## config.mk

```make
export PLATFORM = sky130hd
export DESIGN_NAME = fp_alu_issuer
export DESIGN_NICKNAME = d
export VERILOG_FILES = /design/src/rtl/fp_alu_issuer.sv
export SDC_FILE = /design/constraint.sdc
export NUM_CORES = 1
export LEC_CHECK = 0
export ABC_AREA = 1
export CAP_MARGIN = 20
export CORE_UTILIZATION = 36
export DETAILED_ROUTE_END_ITERATION = 12
export PLACE_DENSITY = 0.7
export SETUP_SLACK_MARGIN = 0.4
export SYNTH_ARGS = -nofsm -noshare
export SYNTH_HDL_FRONTEND = slang
export SYNTH_SLANG_ARGS = --single-unit
export TNS_END_PERCENT = 20
```

## constraint.sdc

```tcl
create_clock -name clk -period 4.3 [get_ports clk]
set_input_delay 0.43 -clock clk [delete_from_list [all_inputs] [get_ports clk]]
set_output_delay 0.43 -clock clk [all_outputs]
set_load 0.03 [all_outputs]
```

## src/rtl/fp_alu_issuer.sv

```systemverilog
// Issues commands to a fixed-latency pipelined FP ALU, tracks each one with a
// tag pipeline, and queues tagged results in a credit-protected result FIFO.
module fp_alu_issuer #(
  parameter int ALU_LATENCY = 2,
  parameter int FIFO_DEPTH  = 4,
  parameter int ID_W        = 4
) (
  input  logic            clk,
  input  logic            rst_n,
  input  logic            cmd_valid,
  output logic            cmd_ready,
  input  logic [1:0]      cmd_op,
  input  logic [31:0]     cmd_a,
  input  logic [31:0]     cmd_b,
  input  logic [ID_W-1:0] cmd_id,
  output logic [31:0]     alu_para1,
  output logic [31:0]     alu_para2,
  output logic [1:0]      alu_op,
  input  logic [31:0]     alu_out,
  input  logic            alu_zero,
  input  logic            alu_uo,
  output logic            res_valid,
  input  logic            res_ready,
  output logic [31:0]     res_data,
  output logic            res_zero,
  output logic            res_uo,
  output logic [ID_W-1:0] res_id,
  output logic            busy
);
  localparam int DATA_W = 32;
  localparam int STAGES = ALU_LATENCY + 1;
  localparam int PTR_W  = $clog2(FIFO_DEPTH);
  localparam int CNT_W  = PTR_W + 1;
  localparam int SUM_W  = $clog2(FIFO_DEPTH + STAGES + 1);

  typedef struct packed {
    logic [DATA_W-1:0] data;
    logic              zero;
    logic              uo;
    logic [ID_W-1:0]   id;
  } entry_t;

  logic [DATA_W-1:0] para1_q, para1_d;
  logic [DATA_W-1:0] para2_q, para2_d;
  logic [1:0]        op_q, op_d;
  logic [STAGES-1:0] vld_p_q, vld_p_d;
  logic [ID_W-1:0]   id_p_q [STAGES];
  logic [ID_W-1:0]   id_p_d [STAGES];
  entry_t            mem_q [FIFO_DEPTH];
  entry_t            mem_d [FIFO_DEPTH];
  logic [PTR_W-1:0]  wr_ptr_q, wr_ptr_d;
  logic [PTR_W-1:0]  rd_ptr_q, rd_ptr_d;
  logic [CNT_W-1:0]  count_q, count_d;
  logic [SUM_W-1:0]  inflight;
  logic [SUM_W-1:0]  outstanding;
  logic              issue;
  logic              push;
  logic              pop;
  entry_t            head;

  // Credit: every in-flight op already owns a FIFO slot, so a push can never find it full.
  always_comb begin
    inflight = '0;
    for (int i = 0; i < STAGES; i++) inflight = inflight + SUM_W'(vld_p_q[i]);
    outstanding = inflight + SUM_W'(count_q);
  end

  assign cmd_ready = rst_n && (outstanding < SUM_W'(FIFO_DEPTH));
  assign issue     = cmd_valid && cmd_ready;
  assign push      = vld_p_q[STAGES-1];
  assign pop       = res_valid && res_ready;

  always_comb begin
    para1_d = para1_q;
    para2_d = para2_q;
    op_d    = op_q;
    if (issue) begin
      para1_d = cmd_a;
      para2_d = cmd_b;
      op_d    = cmd_op;
    end
    // Tag stage 0 aligns with the ALU operand register; the last stage with alu_out.
    vld_p_d   = {vld_p_q[STAGES-2:0], issue};
    id_p_d[0] = cmd_id;
    for (int i = 1; i < STAGES; i++) id_p_d[i] = id_p_q[i-1];

    mem_d = mem_q;
    if (push) mem_d[wr_ptr_q] = {alu_out, alu_zero, alu_uo, id_p_q[STAGES-1]};
    wr_ptr_d = wr_ptr_q + PTR_W'(push);
    rd_ptr_d = rd_ptr_q + PTR_W'(pop);
    count_d  = count_q + CNT_W'(push) - CNT_W'(pop);
  end

  always_ff @(posedge clk) begin
    if (!rst_n) begin
      para1_q  <= '0;
      para2_q  <= '0;
      op_q     <= '0;
      vld_p_q  <= '0;
      wr_ptr_q <= '0;
      rd_ptr_q <= '0;
      count_q  <= '0;
    end else begin
      para1_q  <= para1_d;
      para2_q  <= para2_d;
      op_q     <= op_d;
      vld_p_q  <= vld_p_d;
      wr_ptr_q <= wr_ptr_d;
      rd_ptr_q <= rd_ptr_d;
      count_q  <= count_d;
    end
  end

  // Tags and FIFO storage are qualified by the valid bits and count, so they need no reset.
  always_ff @(posedge clk) begin
    id_p_q <= id_p_d;
    mem_q  <= mem_d;
  end

  assign head      = mem_q[rd_ptr_q];
  assign res_valid = (count_q != '0);
  assign res_data  = res_valid ? head.data : '0;
  assign res_zero  = res_valid ? head.zero : 1'b0;
  assign res_uo    = res_valid ? head.uo   : 1'b0;
  assign res_id    = res_valid ? head.id   : '0;
  assign busy      = (inflight != '0) || res_valid;

  assign alu_para1 = para1_q;
  assign alu_para2 = para2_q;
  assign alu_op    = op_q;
endmodule

```

== Word level (Yosys, flattened, before mapping) ==
Cells that the tools add are included.
Widths: inputs -> output; s select.
Storage, ports and cells
  register bits after elaboration: 240
  bits of input ports: 108
  logic and storage cells: 56
Operators by class
  order comparisons: 4
  multiplexer cells: 10
  bitwise gates (word level): 2
  reduce and logical (&&, ||, !) cells: 7
  add/sub/neg operators: 7
Operators with widths (count)
  $bwmux 152: 1
  $mux 38: 3
  $bmux 38 s2: 1
  $demux 38 s2: 1
  $mux 32: 1
  $ge 3x3->1 const B: 2
  $not 2->3: 2
  $reduce_bool 3->1: 2
  $add 2x1->2: 2
  $logic_and 1x1->1: 4
  $mux 4: 1
  $add 2x1->3: 1
  $add 3x1->3: 1
  $add 3x3->3: 1
  $lt 3x1->1 const B: 1
  $lt 3x3->1 const B: 1
  $sub 3x1->3: 1
  $add 1x1->2: 1
  $mux 1: 2
  $logic_or 1x1->1: 1

== Logic depth before layout (Yosys ltp) ==
  depth in word-level cells: 6
  gate-level depth with buffers: 11

== Worst setup path before layout ==
OpenSTA, ideal clock, no wires.
  path kind: register to register
  start: reg, netlist name wr_ptr_q[1]
  end: reg mem_q[0] in the netlist's numbering (enable)
  data arrival time: 3068 ps
  slack: 751 ps
  stages on the path, launching flop included: 3
  path buffers: 0
  clock period less this slack: 3549 ps
  path through: dfxtp_1 > inv_1 > nor3_1
RTL lines
  to (signal assigned): line 117  | mem_q <= mem_d;
  to (decl): line 49  | entry_t mem_q [FIFO_DEPTH];

== Worst setup path after layout ==
  start: reg rd_ptr_q[0]
  end: out res_data[13]
On the way
  cells in the longest elaborated chain, start to end: 5
Ends and longest elaborated chain
  from (decl): line 52  | logic [PTR_W-1:0] rd_ptr_q, rd_ptr_d;
  from (signal assigned): line 109  | rd_ptr_q <= rd_ptr_d;
  $not 2->3 (not written as such): line 120  | assign head = mem_q[rd_ptr_q];
  $bmux 38 s2: line 120
  $mux 38 (not written as such) (2 in series): line 120
  $mux 32: line 122  | assign res_data = res_valid ? head.data : '0;
  to (decl): line 24  | output logic [31:0] res_data,
Every way passes these cells. The select of a mux whose other input is x is not followed.

==> flow_summary.json <==
{
  "status": "complete, no violations",
  "worst_pin_slew_ns": 0.883,
  "rsz0062_at_grt": "false",
  "grt_pass1_vias": 6634,
  "crit_path_frequent_cell": "nor2_1",
  "netlist_instances": 944,
  "cellLeakagePower_nw": 4.91,
  "h-tree-depth": 1,
  "drc": 0,
  "cts_hold_buf": 0,
  "min_period_ns": 3.22,
  "crit_cells": 6,
  "syn_nets": 1057,
  "start_util_pct": 36.7,
  "grt-ovfl-total": 0,
  "cpMaxStageDelayCell": "clkdlybuf4s50_1",
  "cts-root-buf": "clkbuf_16",
  "fin_ws_ns": 1.08,
  "grt_max_degree": 134,
  "holdPathStages": 3,
  "peakVddDrop_v": 0.000303,
  "fin_crit_sh_pct": 74.8,
  "crit_buf_inv": 2,
  "synth_top_area_share_pct": 49.4,
  "p_per_area_nw_per_um2": 545,
  "path_delay_family": "buffers and inverters",
  "clk_pin_slew_worst_paths_ns": 0.06,
  "dp.cells": 1446,
  "rows": 58,
  "die-area_sq_um": 26300,
  "final_layout_size_suffix_gt1_share_pct": 5.68,
  "diodes": 0,
  "num_vias": 6750,
  "hold_viol_final": 0,
  "final_util_pct": 49.6,
  "critical_path_class": "reg -> out",
  "hold_path.class": "in -> reg",
  "avgSynthCellArea_sq_um": 9.79,
  "path_cells": "buf_4 > nor2_1 > nor2_1 > o21ai_0 > a21oi_1 > clkdlybuf4s50_1",
  "die_x_microns": 162,
  "fin_tns_setup_ns": 0,
  "grt_first_pass_wirelength_microns": 33200,
  "stdcell_count": 1492,
  "yosysTopAreaCell": "edfxtp_1",
  "yosysSeqAreaShare_pct": 68.5,
  "cts.repair.resized": 0,
  "gr-usage-all-layers_pct": 16.0,
  "routabilityCongestion": 0.741,
  "cts_tree": "yes",
  "antenna_found_initial": 1,
  "drv_cap": 0,
  "drv_slew": 0,
  "clk_latency_ns": 0.51,
  "io_pins": 215,
  "nFillCells": 2275,
  "worst_ep_arrival_time_ns": 2.79,
  "port_buffers": 214,
  "yosysWarnings": 0,
  "relSlewSlack_pct": 41.0,
  "skew_ns": 0.0144,
  "cts_made_buffers": 25,
  "netlist_area_sq_um": 9240,
  "post_cts_buffers": 0,
  "core_area_sq_um": 25200,
  "drtIter0Drc": 281,
  "vias_per_cell": 4.52,
  "cp-end-kind": "primary output",
  "finalHoldWorstSlack_ns": 0.225,
  "routed_wl_microns": 21000,
  "synthTopCellsByArea": "edfxtp_1, dfxtp_1, nor2_1",
  "yosysUniqueCellTypes": 22,
  "final_nets": 1257,
  "setup_viol": 0,
  "ant_nets": 0,
  "critical_path_required_ns": 3.87,
  "cp_max_fo": 80,
  "clock_sinks": 240,
  "dr.pass1.iters": 5,
  "dp_slack_ns": 1.52,
  "ys_ff_latch": 240,
  "die_y_microns": 162,
  "routedWlPerCell_microns": 14.1,
  "cpPeakStageDelay_ns": 0.70,
  "start_kind": "flop",
  "reg2reg_depth": 9,
  "clock_path_buffers": 3,
  "clock.fmax_mhz": 311,
  "hpwl_microns": 12400,
  "syn_to_final_growth_pct": 35.2
}
[cells in the mapped netlist]
master	count
a21oi_1	41
buf_1	1
buf_2	17
buf_4	1
buf_6	1
clkbuf_1	31
dfxtp_1	88
edfxtp_1	152
fa_1	2
ha_1	3
inv_1	80
inv_2	4
nand2_1	145
nand3_1	3
nand4_2	1
nor2_1	288
nor3_1	5
o21ai_0	68
o21ai_1	10
or2_2	1
xnor2_1	1
xor2_1	1
[per-layer routing]
| layer | track usage, % | routed length, microns |
|---|---|---|
| met1 | 18.2 | 8660 |
| met5 | 0 | 12 |
| met4 | 4.46 | 350 |
| met2 | 27.2 | 9700 |
| met3 | 6.89 | 2250 |
[layout by cell type (no fill, tap or decap), types with 2 or more instances in the layout]
master,synthesis,final
nor2_1,288,288
clkdlybuf4s50_1,0,213
edfxtp_1,152,152
nand2_1,145,145
dfxtp_1,88,86
inv_1,80,80
o21ai_0,68,68
a21oi_1,41,41
clkbuf_16,0,25
o21ai_1,10,10
buf_4,1,8
nor3_2,0,5
clkinv_2,0,5
inv_2,4,4
clkinvlp_4,0,4
nand3_1,3,3
ha_1,3,3
clkbuf_8,0,3
fa_1,2,2
clkbuf_1,31,2
clkinv_4,0,2
buf_12,0,2
dfxtp_2,0,2
[worst register-to-register path, delay by kind of cell (launching register included)]
| kind | cells | cell delay (ns) |
|---|---|---|
| flip-flops | 1 | 0.35 |
| buffers and inverters | 1 | 0.45 |
| AO/OA/AOI/OAI | 2 | 0.21 |
| AND/OR/NAND/NOR | 4 | 0.81 |
| adder cells (fa/ha/maj) | 2 | 0.59 |
[state kept, by name, indices dropped and copies added (netlist names), 3 cells and up]
name	flops
id_p_d	8
alu_para1	32
id_p_q	4
count_q	3
alu_para2	32
vld_p_q	3
mem_q	152
[final cells by class]
type | count | area [sq um] | area share (%)
timing repair buffer | 224 | 2240 | 17.9
clock buffer | 30 | 674 | 5.40
inverter | 84 | 315 | 2.52
clock inverter | 15 | 118 | 0.941
multi-input combinational | 569 | 2410 | 19.3
sequential | 240 | 6330 | 50.7
tap | 330 | 413 | 3.30
[path summary, 6_finish.rpt]
kind                     from           end  slack (ns)
hold / removal          rst_n   wr_ptr_q[1]        0.23
setup / recovery  rd_ptr_q[0]  res_data[13]        1.08
hold reg to reg     id_p_d[3]     id_p_q[3]        0.33
setup reg to reg   count_q[2]    count_q[2]        1.83
[per-stage QoR]
step / instance area, sq um / power [W]
5_1_grt: 12500 / 0.00716
6_report: 12500 / 0.00681
2_1_floorplan: 9240 / 0.00395
4_1_cts: 12500 / 0.00689
3_5_place_dp: 11700 / 0.00481
3_3_place_gp: 11700 / 0.00479
[cells by family after synthesis]
| logic type | after synthesis | share of synthesized area, % |
|---|---|---|
| XOR/XNOR | 2 | 0.190 |
| adder cells (fa/ha/maj) | 5 | 0.840 |
| AND/OR/NAND/NOR | 443 | 18.2 |
| flip-flops | 240 | 68.5 |
| AO/OA/AOI/OAI | 119 | 6.45 |
| buffers and inverters | 135 | 5.84 |
[report_power, final]
group | internal (W) | switching [W]
Sequential | 0.00256 | 0.0000652
Combinational | 0.000803 | 0.00133
Clock | 0.00118 | 0.000868
Total | 0.00455 | 0.00226
(Power assumes the default switching activity.)
